**src/rtl/ysyx_22041211_isram.sv**
```systemverilog
// Instruction-side AXI4-Lite read slave (AR/R only) with fixed or LFSR-jittered latency.
// Word reads are issued on the pmem_* port; the simulation memory answers combinationally.
module ysyx_22041211_isram #(
  parameter int unsigned             ADDR_WIDTH = 32,
  parameter int unsigned             DATA_WIDTH = 32,
  parameter int unsigned             LATENCY    = 1,
  parameter int unsigned             RAND_DELAY = 0,
  parameter logic [ADDR_WIDTH-1:0]   MEM_BASE   = 32'h8000_0000,
  parameter logic [ADDR_WIDTH-1:0]   MEM_SIZE   = 32'h0800_0000
) (
  input  logic                  clk,
  input  logic                  rst,
  input  logic [ADDR_WIDTH-1:0] araddr,
  input  logic                  arvalid,
  output logic                  arready,
  output logic [DATA_WIDTH-1:0] rdata,
  output logic [1:0]            rresp,
  output logic                  rvalid,
  input  logic                  rready,
  output logic                  pmem_ren,
  output logic [ADDR_WIDTH-1:0] pmem_raddr,
  output logic [7:0]            pmem_rmask,
  input  logic [DATA_WIDTH-1:0] pmem_rdata
);

  if (LATENCY < 1 || LATENCY > 15) begin : g_bad_latency
    $error("ysyx_22041211_isram: LATENCY must lie within 1..15");
  end

  typedef enum logic [1:0] {
    ST_IDLE = 2'd0,
    ST_WAIT = 2'd1,
    ST_RESP = 2'd2
  } state_e;

  localparam logic [1:0] RESP_OKAY   = 2'b00;
  localparam logic [1:0] RESP_SLVERR = 2'b10;
  localparam logic [1:0] RESP_DECERR = 2'b11;

  localparam logic [4:0]          LAT_W    = 5'(LATENCY);
  localparam logic [ADDR_WIDTH:0] BASE_EXT = {1'b0, MEM_BASE};
  localparam logic [ADDR_WIDTH:0] END_EXT  = {1'b0, MEM_BASE} + {1'b0, MEM_SIZE};

  state_e                state_q, state_d;
  logic [4:0]            cnt_q, cnt_d;
  logic [ADDR_WIDTH-1:0] addr_q, addr_d;
  logic [DATA_WIDTH-1:0] rdata_q, rdata_d;
  logic [1:0]            rresp_q, rresp_d;
  logic [7:0]            lfsr_q;

  logic                  ar_hs;
  logic [4:0]            delay;
  logic                  acc_en;
  logic [ADDR_WIDTH-1:0] acc_addr;
  logic [ADDR_WIDTH:0]   acc_addr_ext;
  logic                  acc_misaligned;
  logic                  acc_out_of_range;
  logic                  lfsr_fb;

  assign arready = (state_q == ST_IDLE) && !rst;
  assign rvalid  = (state_q == ST_RESP);
  assign rdata   = rdata_q;
  assign rresp   = rresp_q;
  assign ar_hs   = arvalid && arready;

  // Taps 8,6,5,4 give a maximal-length 255-state sequence.
  assign lfsr_fb = lfsr_q[7] ^ lfsr_q[5] ^ lfsr_q[4] ^ lfsr_q[3];
  assign delay   = LAT_W + ((RAND_DELAY != 0) ? {3'b000, lfsr_q[1:0]} : 5'd0);

  // 33-bit compare keeps MEM_BASE+MEM_SIZE from wrapping at the top of the space.
  assign acc_addr_ext     = {1'b0, acc_addr};
  assign acc_misaligned   = (acc_addr[1:0] != 2'b00);
  assign acc_out_of_range = (acc_addr_ext < BASE_EXT) || (acc_addr_ext >= END_EXT);

  assign pmem_ren   = acc_en && !rst && !acc_misaligned && !acc_out_of_range;
  assign pmem_raddr = acc_addr;
  assign pmem_rmask = 8'b0000_1111;

  always_comb begin
    state_d  = state_q;
    cnt_d    = cnt_q;
    addr_d   = addr_q;
    rdata_d  = rdata_q;
    rresp_d  = rresp_q;
    acc_en   = 1'b0;
    acc_addr = addr_q;

    unique case (state_q)
      ST_IDLE: begin
        if (ar_hs) begin
          addr_d   = araddr;
          acc_addr = araddr;
          if (delay == 5'd1) begin
            acc_en  = 1'b1;
            state_d = ST_RESP;
          end else begin
            cnt_d   = delay - 5'd1;
            state_d = ST_WAIT;
          end
        end
      end
      ST_WAIT: begin
        if (cnt_q == 5'd1) begin
          acc_en  = 1'b1;
          state_d = ST_RESP;
        end else begin
          cnt_d = cnt_q - 5'd1;
        end
      end
      ST_RESP: begin
        if (rready) begin
          state_d = ST_IDLE;
        end
      end
      default: begin
        state_d = ST_IDLE;
      end
    endcase

    // Misalignment takes priority over the range check.
    if (acc_en) begin
      if (acc_misaligned) begin
        rresp_d = RESP_SLVERR;
        rdata_d = '0;
      end else if (acc_out_of_range) begin
        rresp_d = RESP_DECERR;
        rdata_d = '0;
      end else begin
        rresp_d = RESP_OKAY;
        rdata_d = pmem_rdata;
      end
    end
  end

  always_ff @(posedge clk) begin
    if (rst) begin
      state_q <= ST_IDLE;
      cnt_q   <= 5'd0;
      addr_q  <= '0;
      rdata_q <= '0;
      rresp_q <= RESP_OKAY;
      lfsr_q  <= 8'hA5;
    end else begin
      state_q <= state_d;
      cnt_q   <= cnt_d;
      addr_q  <= addr_d;
      rdata_q <= rdata_d;
      rresp_q <= rresp_d;
      lfsr_q  <= {lfsr_q[6:0], lfsr_fb};
    end
  end

endmodule

```
**config.mk**
```make
export PLATFORM = sky130hd
export DESIGN_NAME = ysyx_22041211_isram
export DESIGN_NICKNAME = d
export VERILOG_FILES = /design/src/rtl/ysyx_22041211_isram.sv
export SDC_FILE = /design/constraint.sdc
export NUM_CORES = 1
export LEC_CHECK = 0
export CORE_MARGIN = 3
export CORE_UTILIZATION = 37
export CTS_BUF_LIST = sky130_fd_sc_hd__clkbuf_8
export CTS_CLUSTER_SIZE = 14
export DETAILED_ROUTE_END_ITERATION = 6
export GPL_ROUTABILITY_DRIVEN = 0
export PLACE_DENSITY_LB_ADDON = 0.12
export SLEW_MARGIN = 20
export SYNTH_ARGS = -nofsm -noshare
export SYNTH_HDL_FRONTEND = slang
export SYNTH_SLANG_ARGS = --single-unit
```
**constraint.sdc**
```tcl
create_clock -name clk -period 2.3 [get_ports clk]
set_input_delay 0.69 -clock clk [delete_from_list [all_inputs] [get_ports clk]]
set_output_delay 0.69 -clock clk [all_outputs]
set_load 0.02 [all_outputs]
```
Word level (Yosys, flattened, before mapping)
Cells that the tools add are included.

Flip-flop bits (word level): 73. Word-level logic and storage cells: 41. ROM bits: 0. Output and inout port bits: 77. Memories kept: 0. RAM bits: 0. Latch bits: 0.

$lt $le $gt $ge: 2. Shifts and indexed selects: 0. Reduce and logical (&&, ||, !) cells: 13. Divide/modulo/power cells: 0. Multiply operators: 0. $add $sub $neg: 1. Muxes and demuxes: 13. Bitwise operators: 1. Eq/ne operators: 6.

Operators with widths (count): 32-bit 2-to-1 mux (4); 32-bit greater-or-equal comparator (second input constant) (1); 32-bit < comparator (second input constant) (1); 2-bit 2-to-1 mux (5); 2-bit case mux with 3 select lines (1); 5-bit by 1-bit == test with 1-bit output (second input constant) (1); 1-bit logical AND (5); 5-bit by 1-bit subtractor with 5-bit output (second input constant) (1); 2-bit != test (second input constant) (2); 1-bit zero test (3); 3-bit AND reduction (1); 2-bit by 1-bit == test with 1-bit output (second input constant) (1); 2-bit == test (second input constant) (1); 2-bit zero test (1); 1-bit 2-to-1 mux (2); 2-bit by 1-bit != test with 1-bit output (second input constant) (1); 1-bit case mux with 2 select lines (1); 2-bit AND reduction (1); 2-bit nonzero test (1); 1-bit logical OR (1); 1-bit inverter (1).

Logic depth before layout (Yosys ltp)
Gate-level depths: netlist (run 1).

Depth in word-level cells: 9. Mapped depth: 7. Gate-level depth less buffers: 3.

Worst setup path before layout (run 1)
Ideal clock, no wire load.

Kind: input-to-output. From: input araddr[28]. To: output pmem_ren. Buffers on the path: 1. Setup slack: -183 ps. Data arrival time: 1793 ps. Data required time: 1610 ps. Cell stages on the path: 3. Cells stage by stage: nor3_1 > clkbuf_1 > and3_1.

Cells in the longest elaborated chain, start to end: 6.

Ends and longest elaborated chain: from (decl) (line 13) `input logic [ADDR_WIDTH-1:0] araddr,`; 32-bit 2-to-1 mux (*) (2 in a row); 32-bit < comparator / 32-bit greater-or-equal comparator (equally long branches) (line 73) `assign acc_out_of_range = (acc_addr_ext < BASE_EXT) || (acc_addr_ext >= END_EXT);`; 1-bit logical OR (*) (line 73); 1-bit zero test (*) (line 75) `assign pmem_ren = acc_en && !rst && !acc_misaligned && !acc_out_of_range;`; 1-bit logical AND (*) (line 75); to (decl) (line 20) `output logic pmem_ren,`.

Every way passes the cells marked *; elsewhere a longest branch is shown, timed or not.

Worst setup path in the final report (run 1)
From: input rst. To: output pmem_raddr[17].

Cells in the longest elaborated chain, start to end: 5.

Ends and longest elaborated chain: from (decl) (line 12) `input logic rst,`; 1-bit zero test (line 60) `assign arready = (state_q == ST_IDLE) && !rst;`; 1-bit logical AND (line 60); 1-bit logical AND (line 64) `assign ar_hs = arvalid && arready;`; 32-bit 2-to-1 mux (2 in a row); to (decl) (line 21) `output logic [ADDR_WIDTH-1:0] pmem_raddr,`.

Every way passes these cells.

==> reports/results.tsv, run 1 <==
stage	metric	value	unit
global_routing	globalRouteTotalUtil	17.7	%
global_routing	grtUsageMet1	21.7	%
synth	synth_compound_area_share	6.84	%
hold_path	worstHoldPathType	reg2reg	
synth	synth_top_family_by_area	simple AND/OR/NAND/NOR gates	
global_routing	grt_pass1_vias	2448	
routing	drc_errors	0	
synth	muxShareOfSynthArea	17.0	%
critical_path	crit_type	in2out	
global_routing	gr-usage-met2	28.1	%
hold_path	min_path_cells	2	
timing	layout_worst_path_cycle_share	114	%
routing	first_pass_iters	4	
floorplanning	pin_count	145	
synth	post-synth-top-count-cell	dfxtp_1	
routing	first_iter_violations	95	
timing	hold_viol	0	
critical_path	reg2reg_depth	6	
timing	rsz0062_at_grt	true	
global_routing	use_met3	6.82	%
synth	yosys_warnings	0	
clock_tree	clk_pin_slew_worst_paths	0.07	ns
timing	finalSetupTns	-9.13	ns
layout	regArea	1340	µm²
synth	synthXorXnorAreaFrac	0	%
layout	multi_input_area	1320	µm²
clock_tree	cts-root-buf	clkbuf_8	
routing	wire_per_inst	14.9	µm
critical_path	worst_setup_path_end_kind	output port	
timing	fin_skew	0.0118	ns
critical_path	cp-start-kind	primary input	
synth	syn_area_per_cell	10.2	µm²
hold_path	min_to	rdata[13]	
timing	maxClockFrequency	382	MHz
routing	vias	2515	
global_routing	grt_max_degree	36	
synth	synth_top_area_share	47.9	%
synth	synthCells	275	
timing	timing.final.ws_setup	-0.316	ns
synth	synth_area	2800	µm²
synth	synth.distinct_cells	23	
layout	finish.utilization	65.1	%
layout	drive_above_1_share	27.6	%
floorplanning	dieArea	8640	µm²
critical_path	cp.required	1.61	ns
power	p_per_area	602	nW/µm²
synth	async_flop_share	0	%
place	dp_hpwl	5240	µm
global_routing	grt_first_pass_wirelength	12200	µm
critical_path	rr_startpoint	state_q[1]	
layout	fin_nets	494	
synth	ys_seq_elements	67	
synth	synth-simple-area-share	21.0	%
timing	setup_violations	32	
layout	diodes	0	
layout	area_growth_syn_to_layout	69.6	%
layout	fin_area	4750	µm²
place	place_worst_setup_slack	-1.07	ns
floorplanning	fp.dieH	93.0	µm
routing	drt_wl_total	7890	µm
floorplanning	coreArea	7290	µm²
clock_tree	clock_sinks	67	
clock_tree	cts_buffers	9	
synth	synthAdderAreaFrac	0	%
hold_path	min_from	rdata[13]	
place	port_buffers	136	
routing	avgViaCountPerCell	4.75	
critical_path	r2r_setup_slack	0.58	ns
place	placed_cell_area	4310	µm²
floorplanning	die_w	93.0	µm
status	violations	negative setup slack	
critical_path	startpoint	rst	
job	drv_cap	0	
layout	fillCellCount	639	
clock_tree	h-tree-depth	3	
critical_path	path_max_fanout	5	
synth	synth.top_cells.by_count	dfxtp_1 (67), a21oi_1 (33), and2_1 (32), nand2_1 (32), nand4_1 (32)	
global_routing	antenna_found_initial	0	
clock_tree	clkLatencyLatePin	0.33	ns
synth	ys_dominant_reg_cell	dfxtp_1	
power	leakage	0.00196	µW
critical_path	arrival	1.93	ns
clock_tree	clockBufferDepth	2	
timing	period_minus_slack	2.62	ns
global_routing	grt-ovfl-total	0	
critical_path	rr_endpoint	rresp[1]	
power	ir_drop	0.390	mV
synth	synthTopCellsByArea	dfxtp_1 (48%), mux2_4 (17%), and2_1 (7.2%)	
synth	seq_area_frac_synth	47.9	%
global_routing	grt.busiest_layer	met2	
synth	synth_edf_count	0	
clock_tree	cts_tree	done	
routing	ant_nets	0	
synth	yosysTopAreaCell	dfxtp_1	
status	status	complete, but fails checks	
floorplanning	start_util	38.4	%
floorplanning	floorplan.rows	31	
timing	slew_viol_final	0	
## state kept, by name, summed over array words and instances (netlist names)
| name | cells |
|---|---|
| addr_q | 32 |
| rdata | 32 |
| rresp | 2 |
| state_q | 1 |
## logic make-up (layout without fill, tap and decap cells)
| group | count (synthesis) | in the layout |
|---|---|---|
| AOI/OAI and AO/OA | 36 | 36 |
| buffers and inverters | 33 | 183 |
| DFF | 67 | 67 |
| muxes | 32 | 32 |
| other | 2 | 8 |
| and+or+nand+nor | 105 | 105 |
## layer usage
| layer | wire length [µm] | vias to the layer above |
|---|---|---|
| li1 | - | 1236 |
| met1 | 3400 | 1183 |
| met2 | 3650 | 89 |
| met3 | 730 | 7 |
| met4 | 109 | 0 |
| met5 | 0 | - |
## area by class of cell
cell class / count / share of cell area (%)
Clock buffer: 11 / 3.19
Clock inverter: 5 / 1.61
Inverter: 1 / 0.0791
Multi-Input combinational cell: 181 / 27.9
Sequential cell: 67 / 28.3
Tap cell: 99 / 2.61
Timing Repair Buffer: 166 / 36.4
## placed cells by master (no fill, tap or decap)
cell | synthesis | layout
nor4b_4 | 0 | 1
clkinv_2 | 0 | 1
dlygate4sd2_1 | 0 | 5
a32o_1 | 1 | 1
buf_16 | 0 | 1
nor3_4 | 0 | 1
buf_12 | 0 | 4
clkbuf_8 | 0 | 11
clkbuf_2 | 0 | 1
conb_1 | 2 | 8
buf_6 | 5 | 40
and3_4 | 0 | 1
and2_1 | 32 | 32
a31o_2 | 1 | 1
nor3b_4 | 0 | 1
bufinv_16 | 0 | 2
a211oi_1 | 1 | 1
clkdlybuf4s50_1 | 0 | 93
buf_4 | 8 | 19
clkdlybuf4s15_1 | 0 | 2
nand4_1 | 32 | 32
or3b_4 | 0 | 1
nand3b_1 | 1 | 1
a21oi_1 | 33 | 33
clkinvlp_4 | 0 | 1
nor2_1 | 2 | 2
dfxtp_1 | 67 | 67
mux2_4 | 31 | 32
nand2_1 | 32 | 32
inv_1 | 1 | 2
clkbuf_16 | 0 | 1
nor3_1 | 2 | 1
## worst max-delay path by stage
stage	to	slack, ns	cells after the start
after floorplan	pmem_raddr[10]	-0.16	5
after global placement	pmem_raddr[23]	-1.04	5
after detailed placement	pmem_raddr[18]	-1.07	5
after CTS	pmem_raddr[19]	-0.33	6
after global routing	pmem_raddr[17]	-0.33	6
final	pmem_raddr[17]	-0.32	6
## what timing repair did
item / CTS / global route
setup buffers: 7 / 3
endpoints found under the setup margin: 34 / 34
hold buffers: 0 / 0
gates resized for setup: 225 / 6
pin swaps: 4 / 4
cloned: 1 / 1
## critical path, stage by stage
cell and delay [ns]:
buf_6 0.09, or3b_4 0.39, buf_6 0.15, clkbuf_16 0.16
mux2_4 0.31, buf_6 0.13
## through the flow
step                      hold WS (ns)  power [µW]  instances
after floorplan                  0.529        1480        281
after global placement           0.441        1730        502
after detailed placement         0.447        1730        502
after CTS                        0.456        2880        526
after global routing             0.476        2960        530
final                            0.453        2860        530
## power breakdown
group	leakage (µW)	internal [µW]	switching [µW]
logic	0.00130	323	236
registers	0.000543	1190	9.03
clock network	0.000117	664	436
(Power assumes the default switching activity.)
==> inputs of run 2 (changes only) <==
- CORE_MARGIN: 3 -> not set
==> run 2 against run 1 <==
Against the previous run:
- the flow still finishes with violations (negative setup slack)
- sequential share of layout area increased by 0.52 points
- clock power decreased by 5%
- fmax decreased by 0.93%
- cell count unchanged
- design area decreased by 1.8%
- die area decreased by 8.4%
- register-to-register slack got worse by 0.02 ns
- worst setup slack got worse by 0.025 ns
- global-route usage increased by 2.9 points
- non-clock buffer count unchanged
- routed wire length decreased by 1.0%
- worst hold slack improved by 0.00077 ns
- largest power group unchanged
==> reports/results.tsv, run 2 (synthesis gave the netlist of run 1 again) <==
stage	metric	value	unit	change
status	status	complete, but fails checks		
status	violations	negative setup slack		
layout	layout_common_cells	clkdlybuf4s50_1 (93), dfxtp_1 (67), buf_6 (34)		
job	drv_cap	0		unchanged
power	ir_drop	0.462	mV	+18%
global_routing	antenna_found_initial	0		unchanged
timing	rsz0062_at_grt	true		
timing	layout_worst_path_cycle_share	115	%	+1.1 points
timing	period_minus_slack	2.64	ns	+0.0246 ns
routing	wire_per_inst	14.7	µm	-1.0%
timing	hold_viol	0		unchanged
critical_path	r2r_setup_slack	0.56	ns	-0.02 ns
hold_path	worstHoldPathType	reg2reg		
global_routing	grt-ovfl-total	0		unchanged
power	leakage	0.00194	µW	-1.4%
floorplanning	die_w	89.0	µm	-4.3%
routing	first_pass_iters	4		unchanged
routing	drt_wl_total	7810	µm	-1.0%
power	total_power	2780	µW	-2.8%
routing	avgViaCountPerCell	4.76		+0.32%
layout	regArea	1340	µm²	unchanged
critical_path	path_max_fanout	7		+2
layout	layout_commonest_cell	clkdlybuf4s50_1		
critical_path	cp_cell_sequence	buf_6, or3b_4, buf_6, buf_16, mux2_4, buf_6		
critical_path	reg2reg_depth	6		unchanged
layout	diodes	0		unchanged
timing	hold_slack	0.453	ns	+0.000770 ns
global_routing	gr-usage-met2	31.7	%	+3.6 points
layout	fillCellCount	663		+3.8%
clock_tree	clockBufferDepth	2		unchanged
place	placed_cell_area	4310	µm²	about the same
place	dp_hpwl	5000	µm	-4.5%
layout	drive_above_1_share	27.4	%	-0.23 points
routing	ant_nets	0		unchanged
global_routing	grt_pass1_vias	2478		+1.2%
clock_tree	cts_tree	done		
clock_tree	clk_pin_slew_worst_paths	0.07	ns	about the same
critical_path	crit_type	in2out		
critical_path	arrival	1.95	ns	+0.02 ns
layout	final_cells	530		unchanged
timing	setup_violations	32		unchanged
layout	fin_area	4660	µm²	-1.8%
timing	slew_viol_final	0		unchanged
clock_tree	clock_sinks	67		unchanged
critical_path	crit_top_cell	buf_6		
global_routing	use_met3	9.33	%	+2.5 points
hold_path	min_path_cells	2		unchanged
routing	drc_errors	0		unchanged
floorplanning	start_util	38.4	%	unchanged
layout	fin_nets	494		unchanged
floorplanning	pin_count	145		unchanged
clock_tree	h-tree-depth	3		unchanged
global_routing	grtUsageMet1	25.7	%	+4.0 points
layout	area_growth_syn_to_layout	66.6	%	
power	p_per_area	596	nW/µm²	-1.0%
floorplanning	dieArea	7910	µm²	-8.4%
layout	multi_input_area	1320	µm²	unchanged
global_routing	grt_first_pass_wirelength	12200	µm	+0.39%
clock_tree	cts-root-buf	clkbuf_8		
place	port_buffers	136		unchanged
global_routing	globalRouteTotalUtil	20.6	%	+2.9 points
global_routing	grt.busiest_layer	met2		
routing	first_iter_violations	100		+5.3%
routing	vias	2523		+0.32%
critical_path	cp_slowest_cell	or3b_4		
critical_path	cp-start-kind	primary input		
place	place_inst	504		+0.40%
floorplanning	floorplan.rows	31		unchanged
floorplanning	coreArea	7290	µm²	unchanged
timing	maxClockFrequency	379	MHz	-0.93%
clock_tree	clkLatencyLatePin	0.33	ns	about the same
critical_path	slowest_delay	0.42	ns	+0.03 ns
global_routing	grt_max_degree	36		unchanged
clock_tree	cts_buffers	9		unchanged
critical_path	worst_setup_path_end_kind	output port		
timing	fin_skew	0.00699	ns	-0.00483 ns
floorplanning	fp.dieH	89.0	µm	-4.3%
critical_path	cp.required	1.61	ns	about the same
timing	timing.final.ws_setup	-0.341	ns	-0.0246 ns
[run 2: final timing paths]
| check | startpoint | to |
|---|---|---|
| worst max-delay path | rst | pmem_raddr[7] |
| worst min register to register | rdata[29] | rdata[29] |
| worst min-delay path | rdata[29] | rdata[29] |
| worst max register to register | state_q[1] | addr_q[8] |
[run 2: timing repair]
action                     4_1_cts  5_1_grt
buffers inserted                 7        1
setup endpoints to repair       34       33
pin swaps                        4        4
hold buffers                     0        0
gates cloned                     3        0
resized for setup              210        7
[run 2: final cells by class]
class / count / area share (%)
clock buffer: 9 / 2.66
clock inverter: 7 / 1.83
inverter: 1 / 0.0805
multi-input combinational: 181 / 28.4
sequential: 67 / 28.8
tap: 99 / 2.66
timing repair buffer: 166 / 35.6
[run 2: per-layer routing]
layer  wire length (µm)  vias to the layer above
met4                121                        0
met3                732                       11
met5                  0                        -
li1                   -                     1239
met2               3610                       95
met1               3350                     1178
[run 2: power breakdown]
group / internal (µW) / switching, µW
Sequential: 1190 / 9.22
Combinational: 308 / 232
Clock: 599 / 440
Total: 2100 / 681
[run 2: worst max-delay path, delay by kind of cell]
kind	cells	cell delay, ns
muxes	1	0.31
buffers and inverters	4	0.52
and+or+nand+nor	1	0.42
[run 2: per-stage QoR]
step / setup WS, ns / util, % / setup TNS [ns]
2_1_floorplan: -0.163 / - / -5.13
3_3_place_gp: -1.07 / 59.1 / -38.20
3_5_place_dp: -1.07 / 59.1 / -38.63
4_1_cts: -0.358 / 64.5 / -9.80
5_1_grt: -0.357 / 63.9 / -8.56
6_report: -0.341 / 63.9 / -8.08
==> inputs of run 3 (changes only) <==
- GPL_ROUTABILITY_DRIVEN: 0 -> 1
==> results of run 3 <==
Final layout, timing and power as in run 2 (identical DEF).
